**src/rtl/muldiv_ctrl.sv**
```systemverilog
`default_nettype none
// +--------------------------------------------------------------------------+
// | muldiv_ctrl : iterative MULT/MULTU/DIV/DIVU sequencer owning HI/LO       |
// | rev 1.0                                                                  |
// +--------------------------------------------------------------------------+
module muldiv_ctrl #(
   parameter int WIDTH = 32
) (
   input  logic             clk,
   input  logic             rst_n,
   input  logic             start,
   input  logic [1:0]       op,
   input  logic [WIDTH-1:0] a,
   input  logic [WIDTH-1:0] b,
   output logic             busy,
   output logic             done,
   output logic [WIDTH-1:0] hi,
   output logic [WIDTH-1:0] lo,
   input  logic             hi_we,
   input  logic             lo_we,
   input  logic [WIDTH-1:0] wdata
);

   localparam int            CW   = $clog2(WIDTH);
   localparam logic [CW-1:0] LAST = CW'(WIDTH - 1);

   typedef enum logic [1:0] {
      IDLE  = 2'd0,
      CALC  = 2'd1,
      FIXUP = 2'd2
   } state_t;

   state_t state, state_nx;

   logic [CW-1:0]    count;
   logic             is_div;
   logic             sign_q;
   logic             sign_r;
   logic             div_zero;
   logic [WIDTH:0]   acc_hi;
   logic [WIDTH-1:0] acc_lo;
   logic [WIDTH-1:0] opnd_b;

   logic             a_neg, b_neg;
   logic [WIDTH-1:0] a_mag, b_mag;
   logic [WIDTH:0]   add_sum, shifted, diff, nx_hi;
   logic [WIDTH-1:0] nx_lo;
   logic [WIDTH-1:0] fix_hi, fix_lo;

   // Operand magnitudes; unsigned ops (op[0]=1) pass through untouched
   always_comb begin
      a_neg = ~op[0] & a[WIDTH-1];
      b_neg = ~op[0] & b[WIDTH-1];
      a_mag = a_neg ? -a : a;
      b_mag = b_neg ? -b : b;
   end

   // acc_hi:acc_lo is the running product (multiply) or remainder:dividend-quotient (divide)
   always_comb begin
      add_sum = acc_hi + (acc_lo[0] ? {1'b0, opnd_b} : '0);
      shifted = {acc_hi[WIDTH-1:0], acc_lo[WIDTH-1]};
      diff    = shifted - {1'b0, opnd_b};
      if (is_div) begin
         if (diff[WIDTH]) begin
            nx_hi = shifted;
            nx_lo = {acc_lo[WIDTH-2:0], 1'b0};
         end else begin
            nx_hi = diff;
            nx_lo = {acc_lo[WIDTH-2:0], 1'b1};
         end
      end else begin
         nx_hi = {1'b0, add_sum[WIDTH:1]};
         nx_lo = {add_sum[0], acc_lo[WIDTH-1:1]};
      end
   end

   // A zero divisor leaves remainder=|a|; restoring sign_r gives back the original a
   always_comb begin
      fix_hi = acc_hi[WIDTH-1:0];
      fix_lo = acc_lo;
      if (is_div) begin
         if (div_zero) begin
            fix_lo = '1;
         end else if (sign_q) begin
            fix_lo = -acc_lo;
         end
         if (sign_r) begin
            fix_hi = -acc_hi[WIDTH-1:0];
         end
      end else if (sign_q) begin
         {fix_hi, fix_lo} = -{acc_hi[WIDTH-1:0], acc_lo};
      end
   end

   always_ff @(posedge clk) begin
      if (!rst_n) begin
         state <= IDLE;
      end else begin
         state <= state_nx;
      end
   end

   always_comb begin
      state_nx = state;
      case (state)
         IDLE:    if (start) state_nx = CALC;
         CALC:    if (count == LAST) state_nx = FIXUP;
         FIXUP:   state_nx = IDLE;
         default: state_nx = IDLE;
      endcase
   end

   assign busy = (state != IDLE);

   always_ff @(posedge clk) begin
      if (!rst_n) begin
         count    <= '0;
         done     <= 1'b0;
         hi       <= '0;
         lo       <= '0;
         is_div   <= 1'b0;
         sign_q   <= 1'b0;
         sign_r   <= 1'b0;
         div_zero <= 1'b0;
         acc_hi   <= '0;
         acc_lo   <= '0;
         opnd_b   <= '0;
      end else begin
         done <= 1'b0;
         case (state)
            IDLE: begin
               if (start) begin
                  count    <= '0;
                  is_div   <= op[1];
                  sign_q   <= a_neg ^ b_neg;
                  sign_r   <= a_neg;
                  div_zero <= op[1] & (b == '0);
                  acc_hi   <= '0;
                  acc_lo   <= a_mag;
                  opnd_b   <= b_mag;
               end else begin
                  if (hi_we) hi <= wdata;
                  if (lo_we) lo <= wdata;
               end
            end
            CALC: begin
               count  <= count + CW'(1);
               acc_hi <= nx_hi;
               acc_lo <= nx_lo;
            end
            FIXUP: begin
               hi   <= fix_hi;
               lo   <= fix_lo;
               done <= 1'b1;
            end
            default: ;
         endcase
      end
   end

endmodule
`default_nettype wire

```
**config.mk**
```make
export PLATFORM = sky130hd
export DESIGN_NAME = muldiv_ctrl
export DESIGN_NICKNAME = d
export VERILOG_FILES = /design/src/rtl/muldiv_ctrl.sv
export SDC_FILE = /design/constraint.sdc
export NUM_CORES = 1
export LEC_CHECK = 0
export ABC_AREA = 1
export BUFFER_PORTS_ARGS = -buffer_cell sky130_fd_sc_hd__buf_2
export CAP_MARGIN = 20
export CORE_MARGIN = 8
export CORE_UTILIZATION = 50
export DETAILED_ROUTE_END_ITERATION = 8
export GPL_ROUTABILITY_DRIVEN = 1
export PLACE_DENSITY = 0.69
export SETUP_SLACK_MARGIN = 0.4
export SKIP_CTS_REPAIR_TIMING = 1
export SLEW_MARGIN = 20
export SYNTH_ARGS = -nofsm -noshare
export SYNTH_HDL_FRONTEND = slang
export SYNTH_SLANG_ARGS = --single-unit
```
**constraint.sdc**
```tcl
create_clock -name clk -period 3.8 [get_ports clk]
set_input_delay 0.19 -clock clk [delete_from_list [all_inputs] [get_ports clk]]
set_output_delay 0.19 -clock clk [all_outputs]
set_load 0.02 [all_outputs]
```
==> results of run 1 <==
-- final cells by class --
class | count | area [µm²] | share of cell area
tap | 448 | 561 | 0.0295
inverter | 463 | 1750 | 0.0921
clock buffer | 19 | 453 | 0.0239
clock inverter | 13 | 153 | 0.00804
timing repair buffer | 226 | 1340 | 0.0708
sequential | 173 | 3470 | 0.183
multi-input combinational | 2289 | 11200 | 0.592
-- worst register-to-register path, cell delays in order, from the launching register on --
cell and delay (ns):
dfxtp_4 0.38, inv_1 0.08, ha_2 0.20, fa_1 0.37, inv_2 0.09, nand4_1 0.12
nand2_2 0.11, nand2_1 0.08, nand2_2 0.11, nand2_1 0.10, nand2_1 0.09, a21oi_1 0.06
o21bai_1 0.14, ha_1 0.22, clkinvlp_4 0.22, buf_4 0.20, clkbuf_16 0.17, a21oi_1 0.13
o21ai_0 0.11, nand3_1 0.07, a21oi_1 0.07
-- flip-flops by register name, summed over array words and instances, names as in the netlist --
| register | flops |
|---|---|
| acc_hi | 33 |
| div_zero | 1 |
| hi | 32 |
| done | 1 |
| sign_r | 1 |
| sign_q | 1 |
| opnd_b | 32 |
| state | 2 |
| lo | 32 |
| acc_lo | 32 |
| count | 5 |
| is_div | 1 |
-- cell families after synthesis --
logic type,Yosys count,share of synthesized area
AND/OR/NAND/NOR,1526,0.383
flip-flops,173,0.205
buffers and inverters,578,0.131
AO/OA/AOI/OAI,645,0.203
XOR/XNOR,45,0.0233
adder cells (fa/ha/maj),73,0.0550
-- per-layer routing --
metal,vias up,share of wire,track usage
met5,-,0,0
met4,0,0.079,0.254
met3,237,0.062,0.0451
met2,867,0.48,0.586
met1,9284,0.37,0.366
li1,10000,-,-
-- stage by stage --
step	worst slack, ns	total power, mW	cells	hold slack, ns	instance area [µm²]
floorplan	0.928	3.53	3040	0.352	16900
global placement	0.645	4.25	3593	0.451	18200
detailed placement	0.548	4.27	3593	0.456	18200
CTS	0.497	6.09	3625	-0.000200	18800
global route	0.352	6.51	3631	0.0194	19000
finish	0.518	6.21	3631	0.00432	19000
-- power by group through the flow --
| stage | registers [mW] | clock network, mW | logic (mW) |
|---|---|---|---|
| 5_1_grt | 2.10 | 1.93 | 2.48 |
| 4_1_cts | 2.08 | 1.86 | 2.15 |
| 6_report | 2.09 | 1.87 | 2.25 |
| 3_3_place_gp | 2.12 | 0 | 2.13 |
| 3_5_place_dp | 2.12 | 0 | 2.14 |
| 2_1_floorplan | 2.12 | 0 | 1.42 |
-- how the worst max path moves through the flow --
stage                  to  slack, ns  cells after the start
2_1_floorplan  acc_hi[10]       0.93                     19
3_3_place_gp    acc_hi[2]       0.64                     20
3_5_place_dp    acc_hi[2]       0.55                     20
4_1_cts         acc_hi[2]       0.50                     20
5_1_grt        acc_hi[28]       0.35                     20
6_report        acc_hi[6]       0.52                     20
-- cells in the final DEF, fill, tap and decap left out, types with 6 or more instances in the layout --
cell and instances:
o21bai_1 9, or2_2 6, nand2_1 913, clkbuf_16 20, inv_1 449, nor2_4 8, inv_2 8, o211ai_1 11
buf_2 167, nand2_2 14, nand3b_1 8, xnor2_1 20, nor2_1 244, buf_4 55, nor3_2 7, o21ai_1 27
nor3_1 46, nand4_1 20, a21oi_1 255, dfxtp_2 6, a31oi_1 38, xor2_1 25, nand3_1 217, dfxtp_1 166
o21ai_0 281, nor2_2 13, ha_1 70
==> flow_summary_export.csv, run 1 <==
group,metric,value,unit
power,vdd_drop_max,0.369,mV
power,p_switching,2.59,mW
global_routing,grt_util_all_layers,0.335,
detailed_routing,wl_per_cell,19.2,µm
detailed_routing,vias,20400,
critical_path,critPathLaunchType,"flop",
critical_path,crit_path_cell_trace,"inv_1 > ha_2 > fa_1 > inv_2 > nand4_1 > nand2_2 > nand2_1 > nand2_2 > nand2_1 > nand2_1 > a21oi_1 > o21bai_1 > ha_1 > clkinvlp_4 > buf_4 > clkbuf_16 > a21oi_1 > o21ai_0 > nand3_1 > a21oi_1",
global_routing,antenna_found_initial,0,
detailed_routing,drt_first_pass_iters,5,
synth,synth_area_per_cell,5.56,µm²
clock_tree,cts_tree,"yes",
critical_path,cp.arrival,3.60,ns
detailed_routing,drt.antenna.violating_nets,0,
detailed_routing,drt_iter0_markers,1729,
synth,synthCells,3040,
die,ios,169,
synth,synth_fp_nets,3216,
synth,ys_async_sr_fraction,0,
die,start_util,0.505,
placed_design,place.gp.congestion,1.00,
synth,yosysTopAreaCell,"dfxtp_1",
timing,min_period,3.28,ns
synth,synth_top_area_frac,0.205,
critical_path,r2r_cells,20,
synth,synth_seq_cells,173,
run_status,status,"finished clean",
global_routing,grt_pass1_vias,18900,
power,p_clk_frac,0.301,
run,max_cap_violations,0,
placed_design,dp_hpwl,55.5,mm
die,die_area,39900,µm²
timing,worstMarginPinSlew,1.06,ns
global_routing,grt_pass1_wl,104,mm
synth,synth_edf_count,0,
power,power_frac_seq,0.336,
final_layout,diodes,0,
die,fp-row-count,67,
clock_tree,cts_made_buffers,17,
timing,drv_slew,0,
timing,hold_viol,0,
clock_tree,htree_num_levels,4,
synth,synth_most_common_cell,"nand2_1",
critical_path,worstPathMaxFanout,11,
timing,fin_crit_sh,0.864,
synth,synthTopCellsByCount,"nand2_1 (916), inv_1 (451), o21ai_0 (281)",
final_layout,nNetsFinal,3346,
die,core_area,33400,µm²
critical_path,r2r-start,"acc_lo[31]",
critical_path,crit_path_max_incr_delay,0.38,ns
worst_hold_path,whs_endpoint,"lo[0]",
critical_path,crit_slowest_cell,"dfxtp_4",
power,internal_power,3.62,mW
synth,ys_warn_count,0,
critical_path,worstPathRequired,4.12,ns
critical_path,r2r_setup_slack,0.52,ns
timing,setup_viol,0,
worst_hold_path,holdCritPathClass,"in -> reg",
synth,synth_area_leaders,"dfxtp_1 (20%), nand2_1 (20%), inv_1 (10%)",
critical_path,startpoint,"acc_lo[31]",
clock_tree,path_clk_slew,0.08,ns
final_layout,layout-drive-gt1-share,0.109,
detailed_routing,drc,0,
die,die_h,200,µm
clock_tree,cts.sinks,173,
timing,tns,0,ns
synth,netlist_area,16900,µm²
timing,max_freq,305,MHz
placed_design,numPortBuffers,168,
clock_tree,clockRootBuffer,"clkbuf_16",
synth,synth_cell_type_count,54,
worst_hold_path,whs_path_depth,3,
synth,synth_ff_type,"dfxtp_1",
critical_path,crit_buf_inv,5,
global_routing,grt_max_degree,98,
critical_path,worstSetupPathType,"reg -> reg",
power,comb_power_share,0.363,
die,die_w,200,µm
detailed_routing,drt-total-wl,69.6,mm
critical_path,path_delay_family,"adder cells",
final_layout,postLayoutCoreUtil,0.567,
timing,slew_headroom,0.286,
clock_tree,cts_max_path_buffers,2,
critical_path,critPathCaptureType,"flop",
final_layout,synthToLayoutAreaGrowth,12.3,%
power,switching_share,0.418,
detailed_routing,avgViaCountPerCell,5.62,
worst_hold_path,worstHoldStart,"wdata[0]",
power,power.leakage,9.88,nW
global_routing,grt_overflow,0,
timing,rsz0062_at_grt,"no",
timing,skew,0.0159,ns
critical_path,r2r_end,"acc_hi[6]",
power,p_per_area,327,nW/µm²
synth,yosysSeqAreaShare,0.205,
clock_tree,clk_latency,0.48,ns
final_layout,nFillCells,3528,
No activity file was read; power rests on OpenSTA's default activity.
==> run 2, diff against run 1 <==
--- a/config.mk
+++ b/config.mk
@@ -13,6 +13,7 @@
 export DETAILED_ROUTE_END_ITERATION = 8
 export GPL_ROUTABILITY_DRIVEN = 1
 export PLACE_DENSITY = 0.69
+export RECOVER_POWER = 100
 export SETUP_SLACK_MARGIN = 0.4
 export SKIP_CTS_REPAIR_TIMING = 1
 export SLEW_MARGIN = 20
==> flow_summary_export.csv, run 2 (synthesis gave the netlist of run 1 again) <==
group,metric,value,unit
run_status,status,"complete, but fails checks",
run_status,violations,"max-capacitance violations, max-slew violations",
worst_hold_path,whs_endpoint,"lo[0]",
detailed_routing,avgViaCountPerCell,5.64,
global_routing,grt_overflow,0,
clock_tree,cts.sinks,173,
final_layout,regMostFlops,"acc_hi",
timing,hold_viol,0,
final_layout,layout_common_cells,"nand2_1 (913), inv_1 (450), o21ai_0 (293)",
placed_design,numPortBuffers,168,
detailed_routing,drt_first_pass_iters,8,
timing,skew,0.0157,ns
timing,drv_slew,54,
critical_path,worstPathMaxFanout,11,
final_layout,diodes,0,
clock_tree,cts_made_buffers,17,
detailed_routing,vias,20500,
final_layout,synthToLayoutAreaGrowth,11.4,%
power,p_per_area,328,nW/µm²
timing,max_freq,291,MHz
clock_tree,cts_max_path_buffers,2,
clock_tree,clockRootBuffer,"clkbuf_16",
die,fp-row-count,67,
detailed_routing,wl_per_cell,19.2,µm
final_layout,largest_reg_flops,33,
global_routing,grt_max_degree,98,
timing,slew_headroom,-0.308,
detailed_routing,drt.antenna.violating_nets,0,
detailed_routing,drc,0,
timing,holdWs,0.0119,ns
critical_path,r2r_end,"acc_hi[6]",
timing,worstMarginPinSlew,1.96,ns
die,die_w,200,µm
worst_hold_path,worstHoldStart,"wdata[0]",
critical_path,critPathLaunchType,"flop",
die,die_area,39900,µm²
placed_design,place.gp.congestion,1.00,
clock_tree,cts_tree,"yes",
power,vdd_drop_max,0.363,mV
final_layout,layout-drive-gt1-share,0.0845,
critical_path,worstSetupPathType,"reg -> reg",
timing,min_period,3.44,ns
final_layout,final_common_cell,"nand2_1",
timing,fin_crit_sh,0.905,
global_routing,grt_util_all_layers,0.335,
power,power.leakage,9.59,nW
detailed_routing,drt-total-wl,69.5,mm
die,ios,169,
global_routing,antenna_found_initial,0,
critical_path,cp.arrival,3.75,ns
critical_path,critPathCaptureType,"flop",
clock_tree,clk_latency,0.47,ns
die,die_h,200,µm
critical_path,worstPathRequired,4.12,ns
critical_path,r2r-start,"acc_lo[31]",
final_layout,design_area,18800,µm²
timing,setup_viol,0,
detailed_routing,drt_iter0_markers,1757,
clock_tree,path_clk_slew,0.08,ns
worst_hold_path,whs_path_depth,3,
clock_tree,htree_num_levels,4,
placed_design,dp_hpwl,55.5,mm
run,max_cap_violations,1,
final_layout,nNetsFinal,3346,
timing,rsz0062_at_grt,"no",
critical_path,r2r_setup_slack,0.36,ns
worst_hold_path,holdCritPathClass,"in -> reg",
global_routing,grt_pass1_vias,18900,
global_routing,grt_pass1_wl,104,mm
die,start_util,0.505,
critical_path,r2r_cells,20,
die,core_area,33400,µm²
placed_design,place_area,18200,µm²
timing,tns,0,ns
power,p_total,6.17,mW
-- run 2: cell count changes in the layout (fill, tap and decap cells not counted), sizes merged --
| cell | previous run | this run |
|---|---|---|
| buf | 223 | 152 |
| clkbuf | 22 | 93 |
-- run 2: through the flow --
stage / utilization / setup WS (ns) / cells
floorplan: - / 0.928 / 3040
global placement: 0.545 / 0.645 / 3593
detailed placement: 0.545 / 0.548 / 3593
CTS: 0.563 / 0.497 / 3625
global route: 0.563 / 0.180 / 3631
finish: 0.563 / 0.362 / 3631
-- run 2: layout make-up --
cell class              instances  area [µm²]
fillers                      3570       14600
clock inverters                13         153
repair buffers                226        1240
inverters                     463        1750
flip-flops and latches        173        3470
clock buffers                  19         453
multi-input cells            2289       11200
well taps                     448         561
-- run 2: worst max-delay path by stage --
stage / startpoint / to / slack, ns / depth (start not counted)
4_1_cts: acc_lo[31] / acc_hi[2] / 0.50 / 20
3_3_place_gp: acc_lo[31] / acc_hi[2] / 0.64 / 20
2_1_floorplan: acc_lo[31] / acc_hi[10] / 0.93 / 19
6_report: acc_lo[31] / acc_hi[6] / 0.36 / 20
5_1_grt: acc_lo[31] / acc_hi[28] / 0.18 / 20
3_5_place_dp: acc_lo[31] / acc_hi[2] / 0.55 / 20
-- run 2: power breakdown --
part	switching [mW]	internal (mW)
registers	0.147	1.94
logic	1.54	0.690
clock network	0.886	0.968
total	2.57	3.60
-- run 2: per-layer routing --
metal | vias to the layer above | global-route usage | share of wire
met1 | 9348 | 0.366 | 0.38
li1 | 10000 | - | -
met2 | 853 | 0.586 | 0.48
met3 | 236 | 0.0451 | 0.060
met4 | 0 | 0.254 | 0.080
met5 | - | 0 | 0
-- run 2: critical path, cell delays in order, from the launching register on --
cell,delay (ns)
dfxtp_4,0.38
inv_1,0.08
ha_2,0.20
fa_1,0.37
inv_2,0.09
nand4_1,0.11
nand2_2,0.11
nand2_1,0.07
nand2_2,0.11
nand2_1,0.10
nand2_1,0.09
a21oi_1,0.06
o21bai_1,0.14
ha_1,0.19
clkinvlp_2,0.33
buf_4,0.27
clkbuf_16,0.17
a21oi_1,0.13
o21ai_0,0.10
nand3_1,0.07
a21oi_1,0.06
